[config.mk]
export PLATFORM = sky130hd
export DESIGN_NAME = proc_core_mc_flat
export DESIGN_NICKNAME = d
export VERILOG_FILES = /design/src/rtl/proc_core_mc_if.sv /design/src/rtl/proc_core_mc.sv /design/src/flat_wrapper.sv
export SDC_FILE = /design/constraint.sdc
export NUM_CORES = 1
export LEC_CHECK = 0
export ABC_AREA = 1
export CORE_UTILIZATION = 36
export CTS_BUF_LIST = sky130_fd_sc_hd__clkbuf_2
export DETAILED_ROUTE_END_ITERATION = 12
export GPL_TIMING_DRIVEN = 1
export HOLD_SLACK_MARGIN = 0.15
export PLACE_DENSITY_LB_ADDON = 0.05
export REMOVE_ABC_BUFFERS = 1
export SYNTH_ARGS = -nofsm -noshare
export SYNTH_HDL_FRONTEND = slang
export SYNTH_SLANG_ARGS = --single-unit
export TNS_END_PERCENT = 20
[constraint.sdc]
create_clock -name clk -period 18.2 [get_ports clk]
set_input_delay 5.46 -clock clk [delete_from_list [all_inputs] [get_ports clk]]
set_output_delay 5.46 -clock clk [all_outputs]
set_load 0.005 [all_outputs]
[src/rtl/proc_core_mc_if.sv]
// Instruction handshake and writeback result bus of proc_core_mc.
// Master is the instruction source/result consumer side; slave is the core.
interface proc_core_mc_if #(
    parameter int DATA_W = 32,
    parameter int RA_W   = 3
);
    logic [31:0]       instruction;
    logic              instr_valid;
    logic              instr_ready;
    logic [DATA_W-1:0] result;
    logic              result_valid;
    logic [RA_W-1:0]   result_rd;
    logic              illegal;
    logic              busy;

    modport master (
        output instruction, instr_valid,
        input  instr_ready, result, result_valid, result_rd, illegal, busy
    );

    modport slave (
        input  instruction, instr_valid,
        output instr_ready, result, result_valid, result_rd, illegal, busy
    );
endinterface

[src/rtl/proc_core_mc.sv]
// Multi-cycle core (DECODE/EXEC/WB, result 3 cycles after accept, 5 for MUL); ready only when idle, valid while busy is dropped.
// `define PROC_MUL_EN enables opcode 0x08 MUL with the extra EXEC2/EXEC3 states.
module proc_core_mc #(
    parameter int DATA_W = 32,
    parameter int NREGS  = 8
) (
    input  logic          clk,
    input  logic          reset,
    proc_core_mc_if.slave io
);
    localparam int RA_W = $clog2(NREGS);

    localparam logic [5:0] OP_NOP  = 6'h00;
    localparam logic [5:0] OP_ADDI = 6'h01;
    localparam logic [5:0] OP_SUBI = 6'h02;
    localparam logic [5:0] OP_ANDI = 6'h03;
    localparam logic [5:0] OP_ORI  = 6'h04;
    localparam logic [5:0] OP_XORI = 6'h05;
    localparam logic [5:0] OP_LUI  = 6'h06;
    localparam logic [5:0] OP_ADDR = 6'h07;
`ifdef PROC_MUL_EN
    localparam logic [5:0] OP_MUL  = 6'h08;
`endif

    typedef enum logic [2:0] {
        S_IDLE,
        S_DECODE,
        S_EXEC,
`ifdef PROC_MUL_EN
        S_EXEC2,
        S_EXEC3,
`endif
        S_WB
    } state_t;

    state_t                        state_q, state_d;
    logic [31:0]                   instr_q, instr_d;
    logic [DATA_W-1:0]             op_a_q, op_a_d;
    logic [DATA_W-1:0]             op_b_q, op_b_d;
    logic [NREGS-1:0][DATA_W-1:0]  regs_q, regs_d;
    logic [DATA_W-1:0]             result_q, result_d;
    logic [RA_W-1:0]               result_rd_q, result_rd_d;
    logic                          result_valid_q, result_valid_d;
    logic                          illegal_q, illegal_d;
    logic                          ready_q, ready_d;
    logic                          busy_q, busy_d;
`ifdef PROC_MUL_EN
    logic [DATA_W-1:0]             mul_q, mul_d;
`endif

    logic [5:0]        opcode;
    logic [RA_W-1:0]   rd, rs;
    logic [15:0]       imm;
    logic [DATA_W-1:0] imm_sext, imm_zext, alu_res;
    logic              op_legal, enter_wb;
    logic              unused_instr;

    // Only the low RA_W bits of the register fields select a register.
    assign opcode       = instr_q[31:26];
    assign rd           = instr_q[21 +: RA_W];
    assign rs           = instr_q[16 +: RA_W];
    assign imm          = instr_q[15:0];
    assign imm_sext     = DATA_W'($signed(imm));
    assign imm_zext     = DATA_W'(imm);
    assign unused_instr = ^instr_q;

`ifdef PROC_MUL_EN
    assign op_legal = (opcode <= OP_ADDR) || (opcode == OP_MUL);
`else
    assign op_legal = (opcode <= OP_ADDR);
`endif

    always_comb begin
        alu_res = '0;
        case (opcode)
            OP_ADDI: alu_res = op_a_q + imm_sext;
            OP_SUBI: alu_res = op_a_q - imm_sext;
            OP_ANDI: alu_res = op_a_q & imm_zext;
            OP_ORI:  alu_res = op_a_q | imm_zext;
            OP_XORI: alu_res = op_a_q ^ imm_zext;
            OP_LUI:  alu_res = imm_zext << (DATA_W - 16);
            OP_ADDR: alu_res = op_a_q + op_b_q;
`ifdef PROC_MUL_EN
            OP_MUL:  alu_res = mul_q;
`endif
            default: alu_res = '0;
        endcase
    end

    always_comb begin
        state_d        = state_q;
        instr_d        = instr_q;
        op_a_d         = op_a_q;
        op_b_d         = op_b_q;
        regs_d         = regs_q;
        result_d       = result_q;
        result_rd_d    = result_rd_q;
        result_valid_d = 1'b0;
        illegal_d      = 1'b0;
        enter_wb       = 1'b0;
`ifdef PROC_MUL_EN
        mul_d          = mul_q;
`endif
        case (state_q)
            S_IDLE: begin
                if (io.instr_valid && ready_q) begin
                    instr_d = io.instruction;
                    state_d = S_DECODE;
                end
            end
            S_DECODE: begin
                op_a_d  = regs_q[rs];
                op_b_d  = regs_q[imm[RA_W-1:0]];
                state_d = S_EXEC;
            end
            S_EXEC: begin
`ifdef PROC_MUL_EN
                if (opcode == OP_MUL) begin
                    mul_d   = op_a_q * imm_sext;
                    state_d = S_EXEC2;
                end else begin
                    enter_wb = 1'b1;
                    state_d  = S_WB;
                end
`else
                enter_wb = 1'b1;
                state_d  = S_WB;
`endif
            end
`ifdef PROC_MUL_EN
            S_EXEC2: state_d = S_EXEC3;
            S_EXEC3: begin
                enter_wb = 1'b1;
                state_d  = S_WB;
            end
`endif
            S_WB:    state_d = S_IDLE;
            default: state_d = S_IDLE;
        endcase

        // Commit on entry to WB so the registered pulses line up with the WB cycle.
        if (enter_wb) begin
            if (!op_legal) begin
                illegal_d = 1'b1;
            end else if (opcode != OP_NOP) begin
                result_d       = alu_res;
                result_rd_d    = rd;
                result_valid_d = 1'b1;
                if (rd != '0) begin
                    regs_d[rd] = alu_res;
                end
            end
        end

        ready_d = (state_d == S_IDLE);
        busy_d  = (state_d != S_IDLE);
    end

    always_ff @(posedge clk or posedge reset) begin
        if (reset) begin
            state_q        <= S_IDLE;
            instr_q        <= '0;
            op_a_q         <= '0;
            op_b_q         <= '0;
            regs_q         <= '0;
            result_q       <= '0;
            result_rd_q    <= '0;
            result_valid_q <= 1'b0;
            illegal_q      <= 1'b0;
            ready_q        <= 1'b1;
            busy_q         <= 1'b0;
`ifdef PROC_MUL_EN
            mul_q          <= '0;
`endif
        end else begin
            state_q        <= state_d;
            instr_q        <= instr_d;
            op_a_q         <= op_a_d;
            op_b_q         <= op_b_d;
            regs_q         <= regs_d;
            result_q       <= result_d;
            result_rd_q    <= result_rd_d;
            result_valid_q <= result_valid_d;
            illegal_q      <= illegal_d;
            ready_q        <= ready_d;
            busy_q         <= busy_d;
`ifdef PROC_MUL_EN
            mul_q          <= mul_d;
`endif
        end
    end

    assign io.instr_ready  = ready_q;
    assign io.busy         = busy_q;
    assign io.result       = result_q;
    assign io.result_rd    = result_rd_q;
    assign io.result_valid = result_valid_q;
    assign io.illegal      = illegal_q;
endmodule

[src/flat_wrapper.sv]
// flat-port wrapper written by rule: the top's interface ports become plain ports
module proc_core_mc_flat 
#(
    parameter int DATA_W = 32,
    parameter int NREGS  = 8
)
  (clk, reset, io_instruction, io_instr_valid, io_instr_ready, io_result, io_result_valid, io_result_rd, io_illegal, io_busy);
  proc_core_mc_if #(.DATA_W(DATA_W), .RA_W(3)) io_i ();
  input  logic clk;
  input  logic reset;
  input wire logic [$bits(io_i.instruction)-1:0] io_instruction;
  input wire logic [$bits(io_i.instr_valid)-1:0] io_instr_valid;
  output wire logic [$bits(io_i.instr_ready)-1:0] io_instr_ready;
  output wire logic [$bits(io_i.result)-1:0] io_result;
  output wire logic [$bits(io_i.result_valid)-1:0] io_result_valid;
  output wire logic [$bits(io_i.result_rd)-1:0] io_result_rd;
  output wire logic [$bits(io_i.illegal)-1:0] io_illegal;
  output wire logic [$bits(io_i.busy)-1:0] io_busy;
  assign io_i.instruction = io_instruction;
  assign io_i.instr_valid = io_instr_valid;
  assign io_instr_ready = io_i.instr_ready;
  assign io_result = io_i.result;
  assign io_result_valid = io_i.result_valid;
  assign io_result_rd = io_i.result_rd;
  assign io_illegal = io_i.illegal;
  assign io_busy = io_i.busy;
  proc_core_mc #(.DATA_W(DATA_W), .NREGS(NREGS)) u_core (.clk(clk), .reset(reset), .io(io_i));
endmodule
==> flow_summary.ini <==
[synthesis]
synth_area_mm2 = 0.0227
synth_compound_area_share_pct = 19.6
yosys.area.top_type = dfrtp_1
synth_ff_type = dfrtp_1
ys_ff_latch = 390
synthMuxAreaShare_pct = 0.198
synthTopCellsByArea = dfrtp_1 (43%), nand2_1 (17%), o21ai_0 (9.0%)
synthAdderAreaFrac_pct = 3.94
async_reset_ff_share_pct = 100
synthXorXnorAreaFrac_pct = 0.116
synth_edf_count = 0
synthSimpleGateAreaFrac_pct = 23.7
synthesis.instances = 3180
yosysWarnings = 0
netlist.area_leader.share_pct = 42.9
synth_top_family_by_area = simple AND/OR/NAND/NOR gates
yosysUniqueCellTypes = 46
ys_seq_area_share_pct = 43.0
syn_avg_cell_area_um2 = 7.14

[critical_path]
crit_fanout = 2
crit_path_max_incr_delay_ns = 0.54
cp-end-kind = output pin
critical-path-top-delay-family = flip-flops
crit_required_ns = 12.74
cp.arrival_ns = 2.10
setup.worst_path.start_class = flip-flop
critical_path_class = flip-flop to output pin
cp_slowest_cell = dfstp_2
cp_cell_sequence = clkdlybuf4s50_1
cp_num_buf_inv = 1

[clock_tree]
clk_pin_slew_ns = 0.10
hold_buffers = 0
cts_tree = yes
cts_buffers = 110
cts.repair.resized = 0
clockBufferDepth = 3
h-tree-depth = 3
clk_latency_ns = 1.19
cts_setup_buffers = 0
clk_root_buffer_cell = clkbuf_2
cts.sinks = 390

[detailed_routing]
drt_first_pass_iters = 6
drc_errors = 0
routedWlPerCell_um = 20.2
viasPerCell = 5.25
drtIter0Drc = 1948
drtAntennaViolNets = 0
wirelength_um = 83000
num_vias = 21617

[pwr]
p_per_area_mw_per_mm2 = 150
total_power_mw = 3.75
irDropWorstVdd_uv = 60.8
leakage_nw = 12.3

[final_layout]
final_nets = 3295
area_growth_pct = 9.91
layout-drive-gt1-share_pct = 8.48
mostFrequentLayoutCell = nand2_1
final_cell_mix = nand2_1 (1,003), o21ai_0 (410), dfrtp_1 (385), inv_1 (322), a21oi_1 (264)
final_core_util_pct = 40.2

[global_routing]
grt_max_degree = 145
grt_pass1_vias = 20625
overflow = 0
met3_usage_pct = 3.87
groute.layer.met2.usage_pct = 39.8
use_met1_pct = 37.4
grt_pass1_wl_um = 126000
grt_util_all_layers_pct = 26.1
grt-busiest-layer = met2
antenna_found_initial = 2

[floorplan]
chipHeight_um = 253
row_count = 91
initial_core_util_pct = 36.6
ios = 74
core_mm2 = 0.0621
die-width_um = 253
die_area_mm2 = 0.0641

[timing]
setup_viol = 0
timing.final.max_slew_violations = 0
tightest_slew_ns = 1.10
skew_ns = 0.121
grt_setup_unrepaired = no
finalHoldViolations = 0
fmax_mhz = 132
relSlewSlack_pct = 26.9
period_needed_ns = 7.56
period_share_pct = 41.6
setup_tns_ns = 0

[min_path]
hp-class = flip-flop to flip-flop

[status]
status = complete, no violations

[run]
maxCapViolCount = 0

[placed_design]
io_buffers = 69
gp_congestion = 0.965
dp_hpwl_um = 51000
## worst reg2reg max path, cell delays in order (launching register included)
cell     delay, ns
dfrtp_2       0.40
buf_4         0.25
inv_2         0.67
ha_1          0.36
nand3_1       0.13
nor3_1        0.66
nand2_1       0.17
o21ai_0       0.20
nand3_1       0.10
a31oi_1       0.16
ha_1          0.32
nand2_1       0.14
inv_1         0.08
nand2_1       0.07
nand2_1       0.07
a21oi_1       0.12
nand2_1       0.25
or2_2         0.36
nand3_1       0.09
nand3_1       0.39
nand2_1       0.18
nand2_1       0.06
## cells by family after synthesis
kind of cell | after synthesis
other cells | 1
xor+xnor | 3
flops | 390
mux | 4
buf+inv | 551
fa+ha+maj | 71
simple gates | 1341
compound gates | 819
## flip-flops by register name (all words and copies together) (netlist names)
signal	count
u_core.regs_q	256
u_core.io.result	32
u_core.op_a_q	32
u_core.op_b_q	32
u_core.instr_q	28
u_core.io.result_rd	3
u_core.state_q	3
u_core.io.busy	1
u_core.io.illegal	1
u_core.io.instr_ready	1
u_core.io.result_valid	1
## cell usage after synthesis, types with 2 or more instances
cell type,count
nand4_1,8
buf_2,20
a221oi_1,6
buf_6,2
a31oi_1,28
nor2_4,3
inv_1,326
buf_4,8
nand3_1,127
buf_1,16
nor3_2,2
o21ai_1,27
mux2_2,4
a21o_1,2
clkinv_1,4
o221ai_1,47
or2_2,11
inv_2,9
o211ai_1,9
nand2_1,1003
nor3_4,2
nor2_2,4
a32oi_1,3
o2111ai_2,2
nand2_2,8
o21ai_0,410
clkbuf_1,166
and3_1,2
nand3b_1,6
dfrtp_1,389
nor2_1,154
o21bai_1,3
a22oi_1,14
a21oi_1,264
ha_1,70
xor2_1,3
nor3_1,9
## path summary, 6_finish.rpt
kind,from,end,slack (ns),cells after the start
max,u_core.io.instr_ready,io_instr_ready,10.64,1
min,u_core.regs_q[4],u_core.regs_q[4],0.40,0
max reg2reg,u_core.instr_q[1],u_core.regs_q[77],12.90,21
min reg2reg,u_core.regs_q[4],u_core.regs_q[4],0.40,0
max in group asynchronous,reset,u_core.regs_q[121],11.62,3
min in group asynchronous,reset,u_core.regs_q[5],4.85,2
## through the flow
step                      area [um^2]  setup WS, ns  instances  hold slack, ns
after CTS                       25000         10.45       4115           0.401
after floorplan                 21800          1.90       2968           0.364
after global routing            25000         10.53       4116           0.413
after detailed placement        24000         10.42       3914           0.378
final                           25000         10.64       4116           0.399
after global placement          24000         10.46       3914           0.375
## layout make-up
class,count,area [um^2]
multi-input combinational,2239,10800
antenna,1,2.50
sequential,390,9770
clock inverter,34,168
fill,6601,37100
clock buffer,167,836
timing repair buffer,109,1000
inverter,339,1280
tap,837,1050
## metal layers
metal  vias to the layer above  part of all wire, %
met1                     10341                   47
met3                       112                  6.4
met4                         0                  2.6
met2                       761                   44
met5                         -                    0
li1                      10403                    -
## power breakdown
part | switching, mW | internal, mW | total (mW)
sequential | 0.178 | 0.982 | 1.16
clock | 0.407 | 0.260 | 0.666
combinational | 1.33 | 0.595 | 1.93
Note: power is estimated with default switching activity, not from simulation.
